--- config.mk ---
export PLATFORM = sky130hd
export DESIGN_NAME = ones_count_datapath
export DESIGN_NICKNAME = d
export VERILOG_FILES = /design/src/rtl/ones_count_datapath.sv
export SDC_FILE = /design/constraint.sdc
export NUM_CORES = 1
export LEC_CHECK = 0
export ABC_CLOCK_PERIOD_IN_PS = 2500
export CORE_MARGIN = 1.5
export CORE_UTILIZATION = 53
export CTS_BUF_LIST = sky130_fd_sc_hd__clkbuf_4 sky130_fd_sc_hd__clkbuf_8
export CTS_CLUSTER_DIAMETER = 120
export DETAILED_ROUTE_END_ITERATION = 8
export HOLD_SLACK_MARGIN = 0.05
export PLACE_DENSITY = 0.94
export SLEW_MARGIN = 10
export SYNTH_ARGS = -nofsm -noshare
export SYNTH_HDL_FRONTEND = slang
export SYNTH_SLANG_ARGS = --single-unit
--- constraint.sdc ---
create_clock -name clk -period 2.5 [get_ports clk]
set_input_delay 0.375 -clock clk [delete_from_list [all_inputs] [get_ports clk]]
set_output_delay 0.375 -clock clk [all_outputs]
set_load 0.01 [all_outputs]
--- src/rtl/ones_count_datapath.sv ---
// Datapath for a ones-counting engine: one-deep input buffer, shift register N,
// saturating Count register, status flags and an OE-edge-triggered result latch.
module ones_count_datapath #(
  parameter int unsigned WIDTH  = 8,
  parameter int unsigned TARGET = 4,
  localparam int unsigned CW    = $clog2(WIDTH + 1)
) (
  input  logic             clk,
  input  logic             rst,
  input  logic [WIDTH-1:0] din,
  input  logic             din_valid,
  output logic             din_ready,
  input  logic             NMUX,
  input  logic             CountMUX,
  input  logic             NLoad,
  input  logic             CountLoad,
  input  logic             OutputMUX,
  input  logic             OE,
  output logic             N_equal_0,
  output logic             N0_equal_0,
  output logic             Count_equal_4,
  output logic             result,
  output logic             result_valid,
  output logic [CW-1:0]    count_out
);

  logic [WIDTH-1:0] din_buf;
  logic             buf_full;
  logic [WIDTH-1:0] n_q;
  logic [CW-1:0]    count_q;
  logic             oe_q;
  logic             accept;
  logic             oe_rise;

  assign din_ready = !buf_full;
  assign accept    = din_valid && !buf_full;
  assign oe_rise   = OE && !oe_q;

  // Input buffer: a fresh capture wins over the drain from an N load on the same edge.
  always_ff @(posedge clk) begin
    if (rst) begin
      din_buf  <= '0;
      buf_full <= 1'b0;
    end else if (accept) begin
      din_buf  <= din;
      buf_full <= 1'b1;
    end else if (NLoad && NMUX) begin
      buf_full <= 1'b0;
    end
  end

  // N register: parallel load from the buffer or logical right shift.
  always_ff @(posedge clk) begin
    if (rst) begin
      n_q <= '0;
    end else if (NLoad) begin
      if (NMUX) n_q <= din_buf;
      else      n_q <= n_q >> 1;
    end
  end

  // Count register: clear or saturating increment.
  always_ff @(posedge clk) begin
    if (rst) begin
      count_q <= '0;
    end else if (CountLoad) begin
      if (CountMUX)           count_q <= '0;
      else if (count_q != '1) count_q <= count_q + CW'(1);
    end
  end

  // Result latch fires once per OE rising edge.
  always_ff @(posedge clk) begin
    if (rst) begin
      oe_q         <= 1'b0;
      result       <= 1'b0;
      result_valid <= 1'b0;
    end else begin
      oe_q         <= OE;
      result_valid <= oe_rise;
      if (oe_rise) result <= OutputMUX;
    end
  end

  assign N_equal_0     = (n_q == '0);
  assign N0_equal_0    = !n_q[0];
  assign Count_equal_4 = (count_q == CW'(TARGET));
  assign count_out     = count_q;

endmodule
=== After elaboration in Yosys (flattened, before gate mapping) ===
Index checks and enable logic that the tools add are counted.

* Register bits after elaboration: 24
* Bits in latches: 0
* Bits in writable memories: 0
* ROM bits: 0
* Memories: 0

* $add $sub $neg: 1
* Multiply operators: 0
* Divide/modulo/power cells: 0
* Order comparisons: 0
* Equal/unequal tests: 2
* Shift operators: 0
* Muxes and demuxes: 5
* Bitwise logic cells: 0
* Reductions and logical operators: 10

{| class="wikitable"
|+ Operators by type and width
! kind !! number
|-
| 8-bit zero test || 1
|-
| 4-bit two-way mux || 2
|-
| 8-bit two-way mux || 1
|-
| 4-bit by 1-bit adder with 4-bit output (second input constant) || 1
|-
| 4-bit by 3-bit equality test with 1-bit output (second input constant) || 1
|-
| 4-bit inequality test (second input constant) || 1
|-
| 2-bit nonzero test || 2
|-
| 1-bit logical AND || 3
|-
| 1-bit zero test || 3
|-
| 1-bit two-way mux || 2
|-
| 2-bit AND reduction || 1
|}

=== Depth between registers and ports, before layout ===
Gate-level depths: netlist of run 1.

* Depth in word-level cells: 3
* Mapped depth: 4

=== Worst setup path after synthesis of run 1 ===
Ideal clock, no wire load.

* Path kind: reg2out
* Start: register n_q[3]
* End: output port N_equal_0
* Data arrival time: 988 ps
* Setup slack: 1137 ps
* Cell stages (with the launch flop): 3
* Buffers on the path: 0
* Cell sequence: dfxtp_1 -> or4_1 -> nor2_1

* Longest elaborated chain between the ends: 1

{| class="wikitable"
|+ RTL lines
! item !! RTL line !! source
|-
| start: declaration || 29 || <nowiki>logic [WIDTH-1:0] n_q;</nowiki>
|-
| start signal: assignment || 57 || <nowiki>if (NMUX) n_q <= din_buf;</nowiki>
|-
| start signal: assignment || 58 || <nowiki>else n_q <= n_q >> 1;</nowiki>
|-
| 8-bit zero test || 85 || <nowiki>assign N_equal_0 = (n_q == '0);</nowiki>
|-
| end: declaration || 19 || <nowiki>output logic N_equal_0,</nowiki>
|}

No other way between the ends.

=== Worst setup path after layout of run 1 ===
Same ends and word-level chain as after synthesis.

==> results.toml, run 1 <==
[detailed_routing]
vias_per_cell = 5.52
drc = 0
drt_iter0_markers = 12
antenna_left = 0
drtPass1Iterations = 4
wirelength_um = 2160
num_vias = 916
routedWlPerCell_um = 13.0

[critical_path]
worstPathCellList = "or4_1, nor2_1, clkdlybuf4s50_1"
critPathMaxFanout = 3
critPathRequiredTime_ns = 2.12
startpoint_type = "register"
critPathTopFamily = "simple AND/OR/NAND/NOR gates"
critPathBufInv = 1
end_kind = "primary output"
slowest_stage = "clkdlybuf4s50_1"
cp.arrival_ns = 1.81
setup.worst_path.class = "register to primary output"
slowest_delay_ns = 0.54

[sta]
setup_violations = 0
setup-tns-final_ns = 0
finClkSkew_ns = 0.00217
fmax_mhz = 459
rsz0062_at_grt = "false"
tightest_slew_ns = 0.590
fin_crit_sh_pct = 87.2
slew_headroom_pct = 60.5
finalHoldViolations = 0
min_period_ns = 2.18
final_max_slew_viol_count = 0

[cts]
cts_sinks = 24
clock_latency_ns = 0.32
cts_tree = "done"
clock_path_buffers = 2
h-tree-depth = 1
cts_hold_buf = 0
cts_root_buf = "clkbuf_4"
clkTransAtPathRegs_ns = 0.12
cts_made_buffers = 3
post_cts_buffers = 0
cts.repair.resized = 0

[placement]
gp_congestion = 0.785
portBuffers = 26
dp_hpwl_um = 1570
placed_cell_area_mm2 = 0.00129

[global_routing]
grt_pass1_vias = 812
grt_overflow = 0
track_usage_pct = 22.0
grt_start_max_net_pins = 18
antenna_found_initial = 0
grt_pass1_wl_um = 3310

[status]
status = "finished clean"

[run]
drv_cap = 0

[die]
ios = 27
die_h_um = 46.8
core_mm2 = 0.00176
start_util_pct = 57.7
rows = 15
die_w_um = 46.8
die-area_mm2 = 0.00219

[layout]
drive_gt1_share_pct = 5.67
post-route-cell-area_mm2 = 0.00132
fill_cells = 142
area_growth_pct = 30.1
fin_nets = 161
final_common_cell = "clkdlybuf4s50_1"
antenna_cells = 0
multi_input_area_um2 = 485
layout_common_cells = "26 x clkdlybuf4s50_1, 24 x dfxtp_1, 17 x nand2_1"
final-seq-area_um2 = 480

[yosys]
syn-num-nets = 136
syn-cell-area_mm2 = 0.00102
ys_ff_latch = 24
synth_area_per_cell_um2 = 8.69
yosysWarnings = 0
synthDistinctLibCells = 23
synthCells = 117
synth-seq-area-share_pct = 47.2

[pwr]
vdd_drop_max_mv = 0.388
power.total_mw = 0.730
p_per_area_mw_per_mm2 = 552
cellLeakagePower_nw = 0.506

[min_path]
hold_class = "register to register"
-- state kept, by name, indices dropped and copies added (netlist names) --
name and cells:
buf_full 1, count_out 4, din_buf 8, n_q 8
oe_q 1, result 1, result_valid 1
-- cells in the mapped netlist --
library cell | n | area share (%)
mux2i_1 | 8 | 7.9
dfxtp_1 | 24 | 47
o41ai_1 | 1 | 0.86
ha_1 | 2 | 2.5
and3_1 | 1 | 0.62
inv_2 | 1 | 0.37
clkbuf_1 | 5 | 1.8
a21oi_1 | 13 | 6.4
nor2b_1 | 5 | 3.1
nand3_1 | 2 | 0.98
nand2b_2 | 1 | 0.86
nand2_1 | 17 | 6.3
and4b_4 | 1 | 1.4
inv_1 | 5 | 1.8
a31o_1 | 1 | 0.86
nor2_1 | 10 | 3.7
a31oi_1 | 1 | 0.62
o31ai_1 | 1 | 0.74
a211oi_1 | 8 | 5.9
nand2b_1 | 2 | 1.2
or4_1 | 4 | 3.0
o21ai_0 | 2 | 0.98
buf_2 | 2 | 0.98
-- worst min-delay path: cells and delay by family, from the launching register on --
family	cells	cell delay, ns
and+or+nand+nor	1	0.05
DFF	1	0.33
AOI/OAI and AO/OA	1	0.05
-- per-stage QoR --
stage	setup WS [ns]	utilization, %	cells	hold WS, ns
floorplan	1.14	-	117	0.436
global placement	0.681	73.0	162	0.446
detailed placement	0.669	73.0	162	0.452
CTS	0.304	75.0	166	0.472
global route	0.260	75.0	166	0.489
finish	0.319	75.0	166	0.469
-- final timing paths --
kind / from / endpoint / slack [ns] / cells past startpoint
setup / recovery: n_q[3] / N_equal_0 / 0.32 / 3
setup reg to reg: count_out[0] / count_out[0] / 1.07 / 4
hold / removal: din_buf[5] / din_buf[5] / 0.47 / 2
hold reg to reg: din_buf[5] / din_buf[5] / 0.47 / 2
-- routing by layer --
layer / wire [um] / vias up / track usage (%)
li1: - / 451 / -
met1: 912 / 427 / 22.9
met2: 1070 / 29 / 38.4
met3: 108 / 9 / 6.54
met4: 77 / 0 / 13.9
met5: 0 / - / 0
-- layout make-up --
class                   instances  area share, %
multi-input cells              80           36.7
well taps                      25           2.36
clock buffers                   4           2.74
repair buffers                 27           20.2
flip-flops and latches         24           36.3
inverters                       6           1.70
-- cells by family (layout without fill, tap and decap cells) --
group	after synthesis	after routing	synth area share [%]
simple gates	43	43	21.0
flops	24	24	47.2
buf+inv	13	37	5.04
compound gates	27	27	16.4
mux	8	8	7.87
fa+ha+maj	2	2	2.46
-- power by group --
group          total, mW  switching (mW)  internal [mW]
Clock              0.202           0.113         0.0891
Sequential         0.416          0.0130          0.403
Combinational      0.113          0.0510         0.0616
Note: power is estimated with default switching activity, not from simulation.
==> run 2, diff against run 1 <==
PLACE_DENSITY = 0.9   (was 0.94)
==> results.toml, run 2 (synthesis gave the netlist of run 1 again) <==
[die]
ios = 27
core_mm2 = 0.00176
die-area_mm2 = 0.00219
die_h_um = 46.8
start_util_pct = 57.7
rows = 15
die_w_um = 46.8

[critical_path]
critPathTopFamily = "simple AND/OR/NAND/NOR gates"
setup.worst_path.class = "register to primary output"
cp.depth = 3
end_kind = "primary output"
cp.arrival_ns = 1.83
startpoint_type = "register"
worstReg2RegStart = "count_out[0]"
r2r_cells = 4
critPathRequiredTime_ns = 2.12
slowest_stage = "clkdlybuf4s50_1"
worstPathCellList = "or4_1, nor2_1, clkdlybuf4s50_1"
startpoint = "n_q[3]"
critPathMaxFanout = 3
slowest_delay_ns = 0.53
critPathBufInv = 1

[cts]
cts_made_buffers = 3
cts_hold_buf = 0
clock_latency_ns = 0.32
clkTransAtPathRegs_ns = 0.13
clock_path_buffers = 2
cts_tree = "done"
cts_root_buf = "clkbuf_4"
post_cts_buffers = 0
cts.repair.resized = 0
h-tree-depth = 1
cts_sinks = 24

[layout]
post-route-cell-area_mm2 = 0.00132
multi_input_area_um2 = 485
final_common_cell = "clkdlybuf4s50_1"
stdcell_count = 166
drive_gt1_share_pct = 5.67
antenna_cells = 0
fin_nets = 161
area_growth_pct = 30.1
final-seq-area_um2 = 480
layout_common_cells = "26 x clkdlybuf4s50_1, 24 x dfxtp_1, 17 x nand2_1"
fin_util_pct = 75.0
fill_cells = 135

[sta]
setup-tns-final_ns = 0
tightest_slew_ns = 0.642
slew_headroom_pct = 57.1
fmax_mhz = 454
finClkSkew_ns = 0.00647
fin_crit_sh_pct = 88.1
whs_ns = 0.469
min_period_ns = 2.20
rsz0062_at_grt = "false"
final_max_slew_viol_count = 0
finalHoldViolations = 0
setup_violations = 0

[placement]
gp_congestion = 0.783
portBuffers = 26
place_inst = 162
placed_cell_area_mm2 = 0.00129
dp_hpwl_um = 1540

[min_path]
hold_start = "din_buf[5]"
whs_path_depth = 2
hold_class = "register to register"

[detailed_routing]
drtPass1Iterations = 4
routedWlPerCell_um = 12.7
drc = 0
antenna_left = 0
wirelength_um = 2110
vias_per_cell = 5.29
num_vias = 878
drt_iter0_markers = 10

[global_routing]
grt_overflow = 0
grt_start_max_net_pins = 18
antenna_found_initial = 0
grt_pass1_wl_um = 3300
grt_pass1_vias = 784
track_usage_pct = 21.8

[status]
status = "finished clean"

[pwr]
vdd_drop_max_mv = 0.455
cellLeakagePower_nw = 0.506
p_per_area_mw_per_mm2 = 557

[run]
drv_cap = 0
## run 2: final timing paths
kind / end / slack [ns]
worst max-delay path: N_equal_0 / 0.30
worst max register to register: count_out[0] / 1.06
worst min-delay path: din_buf[5] / 0.47
worst min register to register: din_buf[5] / 0.47
## run 2: report_power, final
group	internal, mW	switching [mW]
Combinational	0.0615	0.0500
Sequential	0.403	0.0134
Clock	0.0892	0.120
Total	0.554	0.183
## run 2: area by class of cell
cell class / count / share of cell area (%)
Sequential cell: 24 / 36.3
Timing Repair Buffer: 27 / 20.2
Multi-Input combinational cell: 80 / 36.7
Clock buffer: 4 / 2.74
Tap cell: 25 / 2.36
Inverter: 6 / 1.70
## run 2: per-layer routing
layer	up-vias	track usage (%)	wire length, um
met5	-	0	0
met1	399	25.6	941
met4	0	8.33	36
met3	5	6.15	91
li1	456	-	-
met2	18	37.5	1040
## run 2: worst min-delay path: stages (launching register included)
cell and delay [ns]:
dfxtp_1 0.33, nand2_1 0.05, a21oi_1 0.05
## run 2: through the flow
step           worst slack [ns]  power, mW
6_report                  0.297      0.737
5_1_grt                   0.238      0.767
4_1_cts                   0.291      0.739
3_5_place_dp              0.663      0.536
3_3_place_gp              0.682      0.531
2_1_floorplan              1.14      0.482
==> run 3, diff against run 2 <==
CORE_ASPECT_RATIO = 1.5   (was not set)
CORE_UTILIZATION = 40   (was 53)
PLACE_DENSITY = 0.72   (was 0.9)
==> results.toml, run 3 (synthesis gave the netlist of run 1 again) <==
[min_path]
min_to = "din_buf[5]"
whs_path_depth = 2
hold_start = "din_buf[5]"
hold_class = "register to register"

[die]
die_w_um = 44.2
core_mm2 = 0.00242
die_h_um = 64.8
start_util_pct = 42.0
ios = 27
rows = 22
die-area_mm2 = 0.00286

[layout]
area_growth_pct = 30.8
layout_common_cells = "26 x clkdlybuf4s50_1, 24 x dfxtp_1, 17 x nand2_1"
multi_input_area_um2 = 485
final_common_cell = "clkdlybuf4s50_1"
drive_gt1_share_pct = 6.34
antenna_cells = 0
fill_cells = 246
final-seq-area_um2 = 480
fin_nets = 162
stdcell_count = 166

[cts]
cts.repair.resized = 0
cts_root_buf = "clkbuf_4"
h-tree-depth = 1
cts_hold_buf = 0
clkTransAtPathRegs_ns = 0.13
clock_path_buffers = 2
cts_sinks = 24
cts_tree = "done"
clock_latency_ns = 0.31
cts_made_buffers = 3
post_cts_buffers = 0

[critical_path]
critPathBufInv = 1
r2r_slack_ns = 1.07
slowest_stage = "clkdlybuf4s50_1"
setup.worst_path.class = "register to primary output"
critPathRequiredTime_ns = 2.12
worstReg2RegStart = "count_out[0]"
worstPathCellList = "or4_1, nor2_1, clkdlybuf4s50_1"
end_kind = "primary output"
startpoint_type = "register"
r2r_cells = 4
cp.arrival_ns = 1.80
critPathMaxFanout = 3
reg2reg_to = "count_out[0]"
slowest_delay_ns = 0.53
critPathTopFamily = "simple AND/OR/NAND/NOR gates"

[placement]
dp_hpwl_um = 1540
place_inst = 162
gp_congestion = 0.722
portBuffers = 26

[sta]
rsz0062_at_grt = "false"
finalHoldViolations = 0
whs_ns = 0.464
fmax_mhz = 460
final_max_slew_viol_count = 0
setup_violations = 0
slew_headroom_pct = 62.0
finClkSkew_ns = 0.00179
setup-tns-final_ns = 0
tightest_slew_ns = 0.569
fin_crit_sh_pct = 87.0
min_period_ns = 2.18

[pwr]
sw_frac_of_total_pct = 23.8
p_per_area_mw_per_mm2 = 547
p_clk_share_pct = 27.5
power.total_mw = 0.727
combPwrFrac_pct = 15.3
vdd_drop_max_mv = 0.282
cellLeakagePower_nw = 0.511
intPower_mw = 0.554
p_seq_share_pct = 57.2
switchingPower_mw = 0.173

[detailed_routing]
drt_iter0_markers = 15
drtPass1Iterations = 4
wirelength_um = 2040
routedWlPerCell_um = 12.3
num_vias = 883
vias_per_cell = 5.32
antenna_left = 0
drc = 0

[global_routing]
grt_start_max_net_pins = 18
grt_pass1_vias = 890
track_usage_pct = 16.5
antenna_found_initial = 0
grt_overflow = 0
grt_pass1_wl_um = 3670

[status]
status = "finished clean"

[run]
drv_cap = 0
run 3: cell types whose count changed in the layout (fill, tap and decap cells not counted), sizes merged:
cell,before,now
buf,1,2
run 3: metrics by stage:
stage               worst slack [ns]  utilization [%]  area [um2]
global placement               0.671             53.4        1290
floorplan                       1.14                -        1020
detailed placement             0.670             53.4        1290
finish                         0.325             54.9        1330
CTS                            0.310             54.9        1330
global route                   0.234             54.9        1330
run 3: area by class of cell:
class / count / area share, %
multi-input combinational: 80 / 36.5
sequential: 24 / 36.1
timing repair buffer: 28 / 20.7
clock buffer: 4 / 2.73
tap: 24 / 2.26
inverter: 6 / 1.69
run 3: layer usage:
metal	routed length (um)	vias to the layer above	track usage [%]	share of wire [%]
met5	0	-	0	0
met4	30	0	6.82	1.5
met3	120	4	2.79	5.9
met2	1030	29	29.0	50
met1	859	394	18.9	42
li1	-	456	-	-
run 3: power by group through the flow:
stage	sequential (mW)	clock (mW)	combinational, mW
after CTS	0.417	0.205	0.113
after global routing	0.420	0.228	0.124
after global placement	0.424	0	0.110
final	0.416	0.200	0.111
after floorplan	0.423	0	0.0589
after detailed placement	0.425	0	0.112
run 3: tightest hold or removal path, stage by stage, from the launching register on:
cell,delay (ns)
dfxtp_1,0.33
nand2_1,0.05
a21oi_1,0.05
run 3: worst max path at each step:
stage          cells after the start  slack (ns)  startpoint         to
2_1_floorplan                      2        1.14      n_q[3]  N_equal_0
3_3_place_gp                       3        0.67      n_q[0]  N_equal_0
3_5_place_dp                       3        0.67      n_q[0]  N_equal_0
4_1_cts                            3        0.31      n_q[0]  N_equal_0
5_1_grt                            3        0.23      n_q[3]  N_equal_0
6_report                           3        0.32      n_q[0]  N_equal_0
==> RTL change 1: new RTL, settings of run 1 <==
Put a register stage on the output `Count_equal_4`, with the module's reset. The value now appears one clock later. The other outputs are not delayed to match.
--- a/src/rtl/ones_count_datapath.sv
+++ b/src/rtl/ones_count_datapath.sv
@@ -84,7 +84,13 @@
 
   assign N_equal_0     = (n_q == '0);
   assign N0_equal_0    = !n_q[0];
-  assign Count_equal_4 = (count_q == CW'(TARGET));
+  always_ff @(posedge clk) begin
+    if (rst) begin
+      Count_equal_4 <= '0;
+    end else begin
+      Count_equal_4 <= (count_q == CW'(TARGET));
+    end
+  end
   assign count_out     = count_q;
 
 endmodule
Check against the original RTL: not equivalent (a bounded check fails within 10 cycles, from zero or initial values and one cycle with rst high).
==> RTL change 1 against run 1 <==
Via count decreased by 3.3%. Count of clock-buffer cells in the layout decreased by 1. Largest power group unchanged. Synthesized area increased by 2.7%. Total power decreased by 0.99%. Largest cell class is now flip-flops and latches. Worst setup slack improved by 3.1 ps. Sequential cell count increased by 1. Design area increased by 1.3%. Routed wire length decreased by 3.0%.
==> RTL change 1: results (changes against run 1) <==
[synth]
synth.yosys.seq_area_share=0.479  ; was 0.472
syn_area_per_cell_um2=8.78  ; was 8.69 um2
yosys.area_share.adder=0.0240  ; was 0.0246
synthMuxAreaShare=0.0766  ; was 0.0787
synthTopCellsByArea=dfxtp_1 (48%), mux2i_1 (7.7%), a21oi_1 (6.2%), nand2_1 (6.1%), a211oi_1 (5.7%)  ; was dfxtp_1 (47%), mux2i_1 (7.9%), a21oi_1 (6.4%), nand2_1 (6.3%), a211oi_1 (5.9%)
yosys_warnings=0  ; unchanged
syn_nets=138  ; was 136
synthTopCellsByCount=dfxtp_1 (25), nand2_1 (17), a21oi_1 (13), nor2_1 (10)  ; was dfxtp_1 (24), nand2_1 (17), a21oi_1 (13), nor2_1 (10)
synth_compound_area_frac=0.159  ; was 0.164

[grt]
grtUsageTotal=0.210  ; was 0.220
grt_pass1_wl_um=3310  ; unchanged
grt_use_met1=0.246  ; was 0.229
grt_use_met2=0.359  ; was 0.384
grt_pass1_vias=812  ; unchanged
use_met3=0.0500  ; was 0.0654
antenna_found_initial=0  ; unchanged
grt_max_degree=22  ; was 18

[placement]
place_ws_ps=667  ; was 669 ps
placed_area_um2=1310  ; was 1290 um2
gp_congestion=0.797  ; was 0.785
dp_hpwl_um=1530  ; was 1570 um
io_buffers=26  ; unchanged

[detailed_routing]
met2_length_um=1040  ; was 1070 um
drt_pre_antenna_iters=4  ; unchanged
dr_wl_met3_um=103  ; was 108 um
drt-vias-per-instance=5.31  ; was 5.52
wl_met1_um=932  ; was 912 um
wl_per_cell_um=12.6  ; was 13.0 um
drt_iter0_markers=17  ; was 12

[pwr]
power.share.clock=0.247  ; was 0.276
peakVddDrop_v=0.000366  ; was 0.000388 V
power.leakage_nw=0.504  ; was 0.506 nW
intPower_uw=542  ; was 554 uW
swShare=0.251  ; was 0.242

[sta]
finalClockSkew_ps=7.60  ; was 2.17 ps
relSlewSlack=0.506  ; was 0.605

[finish]
fillers=124  ; was 142
diodes=0  ; unchanged
seq_area_um2=500  ; was 480 um2
layout-drive-gt1-share=0.0563  ; was 0.0567
layout.nets=162  ; was 161
finalNonFillerCells=167  ; was 166

[clock_network]
cts_buffers=3  ; unchanged
cts.repair.resized=0  ; unchanged
clk_pin_slew_ps=140  ; was 120 ps
clock_tree.buffer_depth=2  ; unchanged
cts_htree_levels=1  ; unchanged

[outcome]
status=finished clean  ; unchanged

[setup_path]
cp_max_fo=3  ; unchanged

[min_path]
hold_class=reg2reg  ; unchanged

-- RTL change 1: cell count changes after synthesis --
cell,change
and3_1,-1
clkbuf_1,+1
dfxtp_1,+1
nor4bb_1,+1
-- RTL change 1: worst paths after layout --
check | start | slack [ps] | to | cells after the start
worst max register to register | count_out[0] | 1060 | count_out[0] | 4
worst max-delay path | n_q[0] | 320 | N_equal_0 | 3
worst min-delay path | din_buf[7] | 470 | din_buf[7] | 2
worst min register to register | din_buf[7] | 470 | din_buf[7] | 2
-- RTL change 1: worst max-delay path: cells and delay by family (launching register included) --
family        cells  cell delay [ps]
simple gates      2              610
flops             1              350
buf+inv           1              540
-- RTL change 1: final cells by class --
class                      count  area share
clock buffer                   3      0.0168
clock inverter                 1     0.00560
inverter                       6      0.0168
multi-input combinational     80       0.365
sequential                    25       0.373
tap                           25      0.0233
timing repair buffer          27       0.200
-- RTL change 1: cells by family after synthesis --
logic type	after synthesis
AOI/OAI and AO/OA	27
adders and majority gates	2
buffers and inverters	14
DFF	25
muxes	8
and+or+nand+nor	43
==> RTL change 2: new RTL, flow settings as in run 1 <==
Made on the original files. The parameter `WIDTH` goes from 8 to 4.
--- a/src/rtl/ones_count_datapath.sv
+++ b/src/rtl/ones_count_datapath.sv
@@ -1,7 +1,7 @@
 // Datapath for a ones-counting engine: one-deep input buffer, shift register N,
 // saturating Count register, status flags and an OE-edge-triggered result latch.
 module ones_count_datapath #(
-  parameter int unsigned WIDTH  = 8,
+  parameter int unsigned WIDTH  = 4,
   parameter int unsigned TARGET = 4,
   localparam int unsigned CW    = $clog2(WIDTH + 1)
 ) (
Interface: changed (resized count_out and din); port bits go from 27 to 22. No check against the original RTL was run, so the function may have changed too.
==> RTL change 2 against run 1 <==
Clock skew rose by 5.9 ps. Clock power fell by 30%. Global-route usage fell by 1.6 points. Die area fell by 34%. Count of clock-buffer cells in the layout did not move. Total power fell by 35%. Design area fell by 34%. Worst setup slack improved by 240 ps. Sequential cell count fell by 9. Via count fell by 44%. Core utilization rose by 2.7 points. Synthesized area fell by 36%. Hold slack improved by 29 ps. Routed wire length fell by 44%. Largest cell class is now flip-flops and latches.
==> RTL change 2: results (changes against run 1) <==
[min_path]
hold_class=reg2reg  ; unchanged
hold_start=din_buf[3]  ; was din_buf[5]

[setup_path]
cp_max_fo=4  ; was 3
cp.arrival_ps=1560  ; was 1810 ps
crit_start=count_out[0]  ; was n_q[3]
reg2reg_from=count_out[0]  ; unchanged

[clock_network]
clock_tree.buffer_depth=2  ; unchanged
cts-root-buf=clkbuf_4  ; unchanged
cts_htree_levels=1  ; unchanged
clk_pin_slew_ps=90  ; was 120 ps
cts_buffers=3  ; unchanged
cts_setup_buffers=0  ; unchanged
holdBufCountCts=0  ; unchanged
cts.repair.resized=0  ; unchanged
clk_latency_ps=270  ; was 320 ps

[grt]
grtUsageTotal=0.204  ; was 0.220
grt_pass1_wl_um=2020  ; was 3310 um
grt_pass1_vias=473  ; was 812
antenna_found_initial=0  ; unchanged
grt_max_degree=16  ; was 18

[sta]
relSlewSlack=0.641  ; was 0.605
finalClockSkew_ps=8.10  ; was 2.17 ps

[detailed_routing]
drt_pre_antenna_iters=2  ; was 4
drt-vias-per-instance=5.02  ; was 5.52
drt_iter0_markers=7  ; was 12
totalWireLength_um=1220  ; was 2160 um

[placement]
gp_congestion=0.728  ; was 0.785
place_ws_ps=865  ; was 669 ps
dp_hpwl_um=959  ; was 1570 um
io_buffers=21  ; was 26

[synth]
synth.yosys.seq_area_share=0.462  ; was 0.472
syn_nets=84  ; was 136
yosys_warnings=0  ; unchanged
synth_cell_types=19  ; was 23
async_flop_share=0  ; unchanged
synthTopCellsByArea=dfxtp_1 (46%), mux2i_1 (12%), ha_1 (5.8%), nor2_1 (5.2%), nor2b_1 (3.8%)  ; was dfxtp_1 (47%), mux2i_1 (7.9%), a21oi_1 (6.4%), nand2_1 (6.3%), a211oi_1 (5.9%)
synthTopCellsByCount=dfxtp_1 (15), nor2_1 (9), mux2i_1 (8), inv_1 (5)  ; was dfxtp_1 (24), nand2_1 (17), a21oi_1 (13), nor2_1 (10)

[pwr]
power.share.sequential=0.545  ; was 0.570
power.leakage_nw=0.354  ; was 0.506 nW
power.net_switching_uw=108  ; was 177 uW
powerComb_uw=75.0  ; was 113 uW
peakVddDrop_v=0.000534  ; was 0.000388 V
swShare=0.226  ; was 0.242

[outcome]
status=finished clean  ; unchanged

[finish]
fillers=86  ; was 142
layout.nets=106  ; was 161
diodes=0  ; unchanged
layout-drive-gt1-share=0.0674  ; was 0.0567

[run]
max_cap_violations=0  ; unchanged

## RTL change 2: final cells by class
| class | count | area (um2) | share of cell area |
|---|---|---|---|
| Tap cell | 14 | 17.5 | 0.0200 |
| Inverter | 5 | 18.8 | 0.0214 |
| Clock buffer | 4 | 30.0 | 0.0343 |
| Timing Repair Buffer | 21 | 210 | 0.240 |
| Multi-Input combinational cell | 44 | 299 | 0.341 |
| Sequential cell | 15 | 300 | 0.343 |
## RTL change 2: routing by layer
layer / wire (um) / track usage / vias up / part of all wire
li1: - / - / 268 / -
met1: 555 / 0.234 / 235 / 0.46
met2: 615 / 0.381 / 14 / 0.50
met3: 47 / 0.0523 / 0 / 0.039
met4: 0 / 0.0268 / 0 / 0
met5: 0 / 0 / - / 0
## RTL change 2: final timing paths
kind              endpoint  slack [ps]  depth (start not counted)
min reg2reg         n_q[3]         500                          2
max reg2reg   count_out[0]        1160                          5
max          Count_equal_4         560                          4
min                 n_q[3]         500                          2
## RTL change 2: critical path, stage by stage (launching register included)
cell             delay [ps]
dfxtp_1                 400
inv_1                    80
ha_1                    210
and2_1                  150
clkdlybuf4s50_1         460
## RTL change 2: cell families (layout without fill, tap and decap cells)
logic type / Yosys count / after routing / synth area share
AND/OR/NAND/NOR: 22 / 22 / 0.177
flip-flops: 15 / 15 / 0.462
AO/OA/AOI/OAI: 11 / 11 / 0.102
buffers and inverters: 9 / 30 / 0.0788
multiplexers: 8 / 8 / 0.123
adder cells (fa/ha/maj): 3 / 3 / 0.0577
## RTL change 2: stage by stage
| stage | instances | instance area (um2) |
|---|---|---|
| 3_5_place_dp | 99 | 846 |
| 4_1_cts | 103 | 876 |
| 2_1_floorplan | 68 | 651 |
| 5_1_grt | 103 | 876 |
| 3_3_place_gp | 99 | 846 |
| 6_report | 103 | 876 |
